<file path="src/rtl/dma_pkg.sv">
// dma_pkg: shared encodings for the DMA burst controller.
// FSM state codes, config register map and control/status bits.
package dma_pkg;

  typedef enum logic [2:0] {
    S_IDLE        = 3'd0,
    S_REQ         = 3'd1,
    S_BEGIN       = 3'd2,
    S_RD_DATA     = 3'd3,
    S_WR_PREFETCH = 3'd4,
    S_WR_DATA     = 3'd5,
    S_WR_END      = 3'd6
  } dma_state_e;

  localparam logic [2:0] CFG_BUS_ADDR = 3'd0;
  localparam logic [2:0] CFG_MEM_ADDR = 3'd1;
  localparam logic [2:0] CFG_BLOCK    = 3'd2;
  localparam logic [2:0] CFG_BURST    = 3'd3;
  localparam logic [2:0] CFG_CONTROL  = 3'd4;
  localparam logic [2:0] CFG_STATUS   = 3'd5;

  localparam int CTRL_START_RD = 0;
  localparam int CTRL_START_WR = 1;
  localparam int ST_BUSY       = 0;
  localparam int ST_ERROR      = 1;

endpackage

</file>
<file path="src/rtl/dma_burst_sizer.sv">
// dma_burst_sizer: length of the next bus burst and
// last-word flag for the burst in flight.
module dma_burst_sizer #(
  parameter int BLOCK_W = 10
) (
  input  logic [BLOCK_W-1:0] remaining_i,
  input  logic [7:0]         burstSize_i,
  input  logic [BLOCK_W-1:0] beats_i,
  output logic [BLOCK_W-1:0] burstLen_o,
  output logic               lastWord_o
);

  localparam int LW = BLOCK_W + 1;

  logic [LW-1:0] maxLen;

  // burst = min(remaining, burstSize+1)
  always_comb begin
    maxLen = LW'(burstSize_i) + LW'(1);
    if ({1'b0, remaining_i} < maxLen) begin
      burstLen_o = remaining_i;
    end else begin
      burstLen_o = maxLen[BLOCK_W-1:0];
    end
    lastWord_o = (beats_i == BLOCK_W'(1));
  end

endmodule

</file>
<file path="src/rtl/dma_burst_controller.sv">
// dma_burst_controller: moves blocks between the system bus
// and SSRAM port B as a sequence of arbitrated bursts.
module dma_burst_controller
  import dma_pkg::*;
#(
  parameter int MEM_ADDR_W = 9,
  parameter int BLOCK_W    = 10
) (
  input  logic                  clock,
  input  logic                  nReset,
  input  logic                  cfgWrite,
  input  logic [2:0]            cfgSelect,
  input  logic [31:0]           cfgWriteData,
  output logic [31:0]           cfgReadData,
  output logic                  requestBus,
  input  logic                  busGrant,
  output logic                  beginTransOut,
  output logic [31:0]           addressDataOut,
  output logic [7:0]            burstSizeOut,
  output logic                  readNotWriteOut,
  output logic                  dataValidOut,
  output logic                  endTransOut,
  input  logic                  busyIn,
  input  logic [31:0]           addressDataIn,
  input  logic                  dataValidIn,
  input  logic                  endTransIn,
  input  logic                  busErrorIn,
  output logic [MEM_ADDR_W-1:0] memAddress,
  output logic                  memWriteEnable,
  output logic [31:0]           memWriteData,
  input  logic [31:0]           memReadData
);

  localparam logic [BLOCK_W-1:0]    BLK_ONE = BLOCK_W'(1);
  localparam logic [MEM_ADDR_W-1:0] MEM_ONE = MEM_ADDR_W'(1);

  dma_state_e state_q, state_d;

  logic [31:0]           busAddr_q, busAddr_d;
  logic [MEM_ADDR_W-1:0] memAddr_q, memAddr_d;
  logic [BLOCK_W-1:0]    blockSize_q, blockSize_d;
  logic [7:0]            burstSize_q, burstSize_d;
  logic                  error_q, error_d;
  logic                  isWrite_q, isWrite_d;
  logic [BLOCK_W-1:0]    remaining_q, remaining_d;
  logic [BLOCK_W-1:0]    beats_q, beats_d;
  logic [31:0]           curBus_q, curBus_d;
  logic [MEM_ADDR_W-1:0] curMem_q, curMem_d;
  logic [31:0]           hold_q, hold_d;
  logic                  holdValid_q, holdValid_d;

  logic [BLOCK_W-1:0] burstLen;
  logic               lastWord;
  logic               busy;
  logic               startRd;
  logic               startWr;
  logic [31:0]        wrWord;

  assign busy = (state_q != S_IDLE);

  dma_burst_sizer #(
    .BLOCK_W(BLOCK_W)
  ) u_sizer (
    .remaining_i(remaining_q),
    .burstSize_i(burstSize_q),
    .beats_i    (beats_q),
    .burstLen_o (burstLen),
    .lastWord_o (lastWord)
  );

  // state and datapath registers
  always_ff @(posedge clock or negedge nReset) begin
    if (!nReset) begin
      state_q     <= S_IDLE;
      busAddr_q   <= '0;
      memAddr_q   <= '0;
      blockSize_q <= '0;
      burstSize_q <= '0;
      error_q     <= 1'b0;
      isWrite_q   <= 1'b0;
      remaining_q <= '0;
      beats_q     <= '0;
      curBus_q    <= '0;
      curMem_q    <= '0;
      hold_q      <= '0;
      holdValid_q <= 1'b0;
    end else begin
      state_q     <= state_d;
      busAddr_q   <= busAddr_d;
      memAddr_q   <= memAddr_d;
      blockSize_q <= blockSize_d;
      burstSize_q <= burstSize_d;
      error_q     <= error_d;
      isWrite_q   <= isWrite_d;
      remaining_q <= remaining_d;
      beats_q     <= beats_d;
      curBus_q    <= curBus_d;
      curMem_q    <= curMem_d;
      hold_q      <= hold_d;
      holdValid_q <= holdValid_d;
    end
  end

  // next state, datapath updates and bus/SSRAM outputs
  always_comb begin
    state_d     = state_q;
    busAddr_d   = busAddr_q;
    memAddr_d   = memAddr_q;
    blockSize_d = blockSize_q;
    burstSize_d = burstSize_q;
    error_d     = error_q;
    isWrite_d   = isWrite_q;
    remaining_d = remaining_q;
    beats_d     = beats_q;
    curBus_d    = curBus_q;
    curMem_d    = curMem_q;
    hold_d      = hold_q;
    holdValid_d = holdValid_q;

    requestBus      = 1'b0;
    beginTransOut   = 1'b0;
    addressDataOut  = '0;
    burstSizeOut    = '0;
    readNotWriteOut = 1'b0;
    dataValidOut    = 1'b0;
    endTransOut     = 1'b0;
    memAddress      = '0;
    memWriteEnable  = 1'b0;
    memWriteData    = '0;

    startRd = cfgWriteData[CTRL_START_RD];
    startWr = cfgWriteData[CTRL_START_WR];
    // a stalled word lives in hold_q since SSRAM has moved on
    wrWord  = holdValid_q ? hold_q : memReadData;

    unique case (state_q)
      S_IDLE: begin
        if (cfgWrite) begin
          case (cfgSelect)
            CFG_BUS_ADDR: busAddr_d   = cfgWriteData;
            CFG_MEM_ADDR: memAddr_d   = cfgWriteData[MEM_ADDR_W-1:0];
            CFG_BLOCK:    blockSize_d = cfgWriteData[BLOCK_W-1:0];
            CFG_BURST:    burstSize_d = cfgWriteData[7:0];
            CFG_CONTROL: begin
              if ((startRd ^ startWr) && (blockSize_q != '0)) begin
                error_d     = 1'b0;
                isWrite_d   = startWr;
                remaining_d = blockSize_q;
                curBus_d    = busAddr_q;
                curMem_d    = memAddr_q;
                state_d     = S_REQ;
              end
            end
            default: ;
          endcase
        end
      end
      S_REQ: begin
        requestBus = 1'b1;
        if (busGrant) begin
          beats_d = burstLen;
          state_d = S_BEGIN;
        end
      end
      S_BEGIN: begin
        beginTransOut   = 1'b1;
        addressDataOut  = curBus_q;
        burstSizeOut    = 8'(beats_q - BLK_ONE);
        readNotWriteOut = !isWrite_q;
        state_d = isWrite_q ? S_WR_PREFETCH : S_RD_DATA;
      end
      S_RD_DATA: begin
        memAddress = curMem_q;
        if (dataValidIn && (beats_q != '0)) begin
          memWriteEnable = 1'b1;
          memWriteData   = addressDataIn;
          curMem_d    = curMem_q + MEM_ONE;
          curBus_d    = curBus_q + 32'd4;
          remaining_d = remaining_q - BLK_ONE;
          beats_d     = beats_q - BLK_ONE;
        end
        if (endTransIn) begin
          state_d = (remaining_d != '0) ? S_REQ : S_IDLE;
        end
      end
      S_WR_PREFETCH: begin
        memAddress  = curMem_q;
        holdValid_d = 1'b0;
        state_d     = S_WR_DATA;
      end
      S_WR_DATA: begin
        // read one word ahead so the next word is ready on accept
        memAddress     = curMem_q + MEM_ONE;
        dataValidOut   = 1'b1;
        addressDataOut = wrWord;
        if (busyIn) begin
          if (!holdValid_q) begin
            hold_d      = memReadData;
            holdValid_d = 1'b1;
          end
        end else begin
          holdValid_d = 1'b0;
          curMem_d    = curMem_q + MEM_ONE;
          curBus_d    = curBus_q + 32'd4;
          remaining_d = remaining_q - BLK_ONE;
          beats_d     = beats_q - BLK_ONE;
          if (lastWord) begin
            state_d = S_WR_END;
          end
        end
      end
      S_WR_END: begin
        endTransOut = 1'b1;
        state_d = (remaining_q != '0) ? S_REQ : S_IDLE;
      end
      default: state_d = S_IDLE;
    endcase

    // bus error aborts; counters freeze for post-mortem reads
    if (busy && busErrorIn) begin
      state_d        = S_IDLE;
      error_d        = 1'b1;
      remaining_d    = remaining_q;
      beats_d        = beats_q;
      curBus_d       = curBus_q;
      curMem_d       = curMem_q;
      holdValid_d    = 1'b0;
      memWriteEnable = 1'b0;
    end
  end

  // config readback; control slot shows words still to move
  always_comb begin
    cfgReadData = '0;
    case (cfgSelect)
      CFG_BUS_ADDR: cfgReadData = busAddr_q;
      CFG_MEM_ADDR: cfgReadData = 32'(memAddr_q);
      CFG_BLOCK:    cfgReadData = 32'(blockSize_q);
      CFG_BURST:    cfgReadData = 32'(burstSize_q);
      CFG_CONTROL:  cfgReadData = 32'(remaining_q);
      CFG_STATUS: begin
        cfgReadData[ST_BUSY]  = busy;
        cfgReadData[ST_ERROR] = error_q;
      end
      default: ;
    endcase
  end

endmodule
</file>
<file path="config.mk">
export PLATFORM = sky130hd
export DESIGN_NAME = dma_burst_controller
export DESIGN_NICKNAME = d
export VERILOG_FILES = /design/src/rtl/dma_pkg.sv /design/src/rtl/dma_burst_sizer.sv /design/src/rtl/dma_burst_controller.sv
export SDC_FILE = /design/constraint.sdc
export NUM_CORES = 1
export LEC_CHECK = 0
export BUFFER_PORTS_ARGS = -buffer_cell sky130_fd_sc_hd__buf_2
export CORE_ASPECT_RATIO = 1.2
export CORE_UTILIZATION = 61
export CTS_BUF_LIST = sky130_fd_sc_hd__clkbuf_8
export DETAILED_ROUTE_END_ITERATION = 12
export PLACE_DENSITY = 0.89
export SLEW_MARGIN = 0
export SYNTH_ARGS = -nofsm -noshare
export SYNTH_HDL_FRONTEND = slang
export SYNTH_SLANG_ARGS = --single-unit
</file>
<file path="constraint.sdc">
create_clock -name clock -period 5.9 [get_ports clock]
set_input_delay 0.295 -clock clock [delete_from_list [all_inputs] [get_ports clock]]
set_output_delay 0.295 -clock clock [all_outputs]
set_load 0.05 [all_outputs]
</file>
# Word-level counts from Yosys, hierarchy flattened
# Cells that the tools add are included.
# classes
add_sub_neg,5
n_lt_le_gt_ge,1
eq_ne,25
muxes,60
n_bitwise,2
reduce_logical,30
# ops
cell,n
2-to-1 mux 32 bit,8
case mux 30 bit (5 select lines),1
2-to-1 mux 10 bit,10
case mux 32 bit (3 select lines),1
case mux 32 bit (2 select lines),1
case mux 10 bit (3 select lines),2
2-to-1 mux 9 bit,5
nonzero test 10 bit,4
adder 32 x 3 -> 32 bit (second input constant),1
2-to-1 mux 3 bit,9
case mux 9 bit (3 select lines),1
case mux 3 bit (7 select lines),1
subtractor 10 x 1 -> 10 bit (second input constant),2
inequality test 3 bit (second input constant),6
case mux 9 bit (2 select lines),1
2-to-1 mux 1 bit,17
equality test 3 bit (second input constant),5
AND reduction 7 bit,2
equality test 3 x 2 -> 1 bit (second input constant),4
case mux 2 bit (6 select lines),1
AND reduction 3 bit,4
nonzero test 3 bit,4
< comparator 10 x 11 -> 1 bit,1
equality test 10 x 1 -> 1 bit (second input constant),1
19 further kinds,31
# word_totals
ff_bits,158
out_inout_bits,119
elab_cells,136

# Logic depth before layout (Yosys ltp)
# logic_depth
depth_word,9
mapped_depth,12

# Cells and area by module
# From an unflattened synthesis, not the netlist that was laid out.
# unflattened
hier_cells,1091
hier_area_um2,9997.1
# modules_own_cells
mod,n_inst,cells_per_inst,area_per_inst_um2
dma_burst_controller,1,1029,9534.1
dma_burst_sizer,1,62,462.9

# Least setup slack after synthesis
# No wires, ideal clock.
# synth_timing
path_type,flip-flop to flip-flop
from,register burstSize_q[0]
to,register beats_q[1]
arrival_time_ns,2.558
slack_ns,3.216
stages_incl_launch_ff,11
path_buffers,1
synth_period_minus_slack_ns,2.684
cell_sequence,dfrtp_1 > and3_1 > nand3_1 > nor2_1 > xnor2_1 > ha_1 > o21a_1 > o32ai_1 > clkbuf_1 > o21ai_0 > a221o_1
# synth_via
elab_chain_len,5
# synth_rtl
element,line,rtl
from (decl),dma_burst_controller.sv:42,"logic [7:0] burstSize_q, burstSize_d;"
from (signal assigned),dma_burst_controller.sv:92,burstSize_q <= burstSize_d;
adder 8 x 1 -> 9 bit *,dma_burst_sizer.sv:19,maxLen = LW'(burstSize_i) + LW'(1);
< comparator 10 x 11 -> 1 bit,dma_burst_sizer.sv:20,"if ({1'b0, remaining_i} < maxLen) begin"
2-to-1 mux 10 bit *,dma_burst_sizer.sv:20,
2-to-1 mux 10 bit *,dma_burst_controller.sv:160,if (busGrant) begin
case mux 10 bit (3 select lines) *,dma_burst_controller.sv:136,unique case (state_q)
to (signal assigned),dma_burst_controller.sv:96,beats_q <= beats_d;
to (decl),dma_burst_controller.sv:46,"logic [BLOCK_W-1:0] beats_q, beats_d;"
# Mark *: on every way between the ends. The rest lies on a longest branch, timed or not. The select of a mux whose other input is x is not followed.
# A chain may end at the register's enable or synchronous reset.

# Worst setup path after layout
# layout_timing
from,register state_q[2]
to,output addressDataOut[5]
# layout_via
elab_chain_len,2
word_cells_on_any_way,3
# layout_rtl
element,line,rtl
from (decl),dma_burst_controller.sv:37,"dma_state_e state_q, state_d;"
from (signal assigned),dma_burst_controller.sv:88,state_q <= state_d;
equality test 3 bit or equality test 3 x 2 -> 1 bit (tied branches),dma_burst_controller.sv:136,
case mux 32 bit (2 select lines) *,dma_burst_controller.sv:136,
to (decl),dma_burst_controller.sv:18,"output logic [31:0] addressDataOut,"
# Mark *: on every way between the ends. The rest lies on a longest branch, timed or not.

==> results.ini <==
[worst_setup_path]
path_max_fanout = 32
crit_slowest_cell = inv_1
reg2regPathDepth = 6
crit_path_start_kind = flip-flop
criticalPathCategory = flip-flop to output pin
critPathMaxStageDelay_ns = 0.83
endpoint_kind = output pin
rr_startpoint = state_q[0]$_DFFE_PN0P_
required_ns = 5.61
ff2ff_setup_slack_ns = 2.35
path_delay_family = buffers and inverters
worst-path-buf-inv = 2
reg2reg_to = beats_q[9]$_DFFE_PN0P_
crit_arrival_ns = 3.34
path_cells = and2b_4 > nand2b_1 > inv_1 > nand2_1 > o21ai_0 > buf_2

[clock_network]
cts_buffers = 17
cts-root-buf = clkbuf_8
cts.reportedPaths.clkPinSlew_ns = 0.10
cts_tree = built
cts.path.max_buffers = 2
post_cts_buffers = 0
worstSkewPairLatency_ns = 0.48
cts.sinks = 158
cts.htree.levels = 4

[floorplanning]
core-area_sq_um = 15830
dieArea_sq_um = 16940
io_pins = 226
std_cell_rows = 50
start_util_pct = 63.30
die_h_um = 142.4
die_x_um = 119.0

[detailed_routing]
drtIter0Drc = 1064
drc = 0
vias = 9524
viasPerCell = 6.475
dr.pass1.iters = 5
final_antenna_net_count = 0
wl_mm = 29.84
avgRoutedWirePerCell_um = 20.28

[placed_design]
place_hpwl_mm = 20.82
portBuffers = 225
place_area_sq_um = 11090
dp.cells = 1438
place_congestion = 0.9520

[yosys]
netlist_top_cells_area = dfrtp_1 (39%), mux2_2 (10%), mux2i_1 (5.4%)
yosysTopAreaCell = dfrtp_1
synth_top_area_share_pct = 39.47
synth_top_family_by_area = simple AND/OR/NAND/NOR gates
yosys_warnings = 0
ys_ff_latch = 158
yosys.area_share.simple_pct = 18.55
syn-mean-instance-area_sq_um = 9.285
synth-adder-area-share_pct = 1.873
ys_types = 79
ys_async_sr_fraction_pct = 100.0
netlist_area_sq_um = 10020
synth_edf_count = 0
synth_compound_area_share_pct = 18.41
synth_cells = 1079
syn_nets = 1201
yosysSeqAreaShare_pct = 39.47
synthFlopType = dfrtp_1
yosys.area_share.xor_xnor_pct = 1.224
synthMuxAreaShare_pct = 15.62

[run]
drv_cap = 0

[min_path]
whs_path_depth = 2
hold_start = cfgWriteData[13]
hold_class = primary input to flip-flop
hold_path_end = busAddr_q[13]$_DFFE_PN0P_

[timing]
worst_slew_pin_slew_ns = 1.109
period_share_pct = 61.54
max_freq_mhz = 275.4
report.final.slew_viol_count = 0
finalHoldViolations = 0
setup_violations = 0
tns_ns = 0
slew_headroom_pct = 26.10
rsz0062_at_grt = no
whs_ns = 0.03539
clock_skew_ns = 0.01621
period_minus_slack_ns = 3.631

[global_routing]
grt_max_degree = 111
grt_pass1_vias = 8864
gr-total-overflow = 0
grt_pass1_wl_mm = 46.89
grt_use_total_pct = 35.72
antenna_found_initial = 1

[power]
power_density_nw_per_um2 = 515.1
irDropWorstVdd_mv = 0.3094
p_comb_share_pct = 44.8
p_int_mw = 3.108
p_leak_nw = 5.415
seq_power_share_pct = 39.8
p_switching_mw = 2.839
swShare_pct = 47.74
power_frac_clock_pct = 15.4

[finish]
final_nets = 1372
final_cell_mix = buf_2 (224), dfrtp_1 (157), nand2_1 (117)
syn_to_final_growth_pct = 15.25
fin_cells = 1471
drive_gt1_share_pct = 30.17
multi_input_area_sq_um = 5589
final_area_sq_um = 11550
n_fill_cell = 1145
regArea_sq_um = 3955
final_common_cell = buf_2
n_antenna_cell = 0

[run_status]
status = complete, no violations

## cells in the mapped netlist (7+ instances only)
cell / count
o22ai_1: 25
a21oi_1: 75
a221o_1: 9
a31oi_1: 12
ha_1: 15
o21ai_0: 70
clkbuf_1: 48
and2_1: 60
inv_1: 21
mux2i_1: 54
and3_1: 11
buf_1: 7
a2bb2oi_1: 15
nand3_1: 34
nand2_1: 118
nor3_1: 15
nand4_1: 9
nor4_1: 8
dfrtp_1: 158
a32o_1: 9
o31ai_1: 8
nor2_1: 61
xnor2_1: 9
mux2_2: 91
buf_2: 17
buf_6: 8
## per-layer routing
| layer | GRT usage (%) | vias to the layer above | wire [um] |
|---|---|---|---|
| li1 | - | 4291 | - |
| met1 | 41.88 | 4433 | 10350 |
| met2 | 59.33 | 636 | 14540 |
| met3 | 7.973 | 164 | 2770 |
| met4 | 22.78 | 0 | 2174 |
| met5 | 0 | - | 0 |
## state kept, by name, indices dropped and copies added, names as in the netlist, 9 cells and up
register,flops
beats_q,10
blockSize_q,10
busAddr_q,32
curBus_q,32
curMem_q,9
hold_q,32
memAddr_q,9
remaining_q,10
## worst max path at each step
stage | end | cells past startpoint | from | slack, ns
CTS | beats_q[9]$_DFFE_PN0P_ | 6 | state_q[0]$_DFFE_PN0P_ | 2.33
finish | addressDataOut[5] | 6 | state_q[2]$_DFFE_PN0P_ | 2.27
global route | beats_q[9]$_DFFE_PN0P_ | 6 | state_q[0]$_DFFE_PN0P_ | 1.99
detailed placement | beats_q[9]$_DFFE_PN0P_ | 6 | state_q[0]$_DFFE_PN0P_ | 2.37
floorplan | beats_q[1]$_DFFE_PN0P_ | 10 | burstSize_q[0]$_DFFE_PN0P_ | 3.22
global placement | beats_q[7]$_DFFE_PN0P_ | 6 | state_q[0]$_DFFE_PN0P_ | 2.55
## final cells by class
cell class | instances | share of cell area [%]
clock buffers | 17 | 2.026
repair buffers | 236 | 10.54
flip-flops and latches | 158 | 34.25
clock inverters | 15 | 1.799
well taps | 208 | 2.254
multi-input cells | 815 | 48.41
inverters | 22 | 0.7152
## metrics by stage
step           utilization (%)  power [mW]  setup WS (ns)
5_1_grt                  72.95       6.252          1.992
4_1_cts                  72.95       5.875          2.328
3_3_place_gp             70.09       4.844          2.550
3_5_place_dp             70.09       4.950          2.368
6_report                 72.95       5.947          2.269
2_1_floorplan                -       4.178          3.216
## power by group through the flow
stage	Clock (mW)	Sequential, mW	Combinational [mW]
3_5_place_dp	0	2.33	2.62
4_1_cts	0.917	2.32	2.64
5_1_grt	0.953	2.42	2.88
6_report	0.915	2.37	2.66
2_1_floorplan	0	1.92	2.26
3_3_place_gp	0	2.31	2.53
## repair_timing
| item | 4_1_cts | 5_1_grt |
|---|---|---|
| hold buffers | 1 | 0 |
| hold endpoints to repair | 1 | 0 |
| gates resized for setup | 0 | 0 |
## cell families after synthesis
| kind of cell | count (synthesis) |
|---|---|
| buffers and inverters | 106 |
| AOI/OAI and AO/OA | 280 |
| and+or+nand+nor | 361 |
| xor gates and xnor gates | 14 |
| DFF | 158 |
| muxes | 145 |
| adders and majority gates | 15 |
Note: power is estimated with default switching activity, not from simulation.
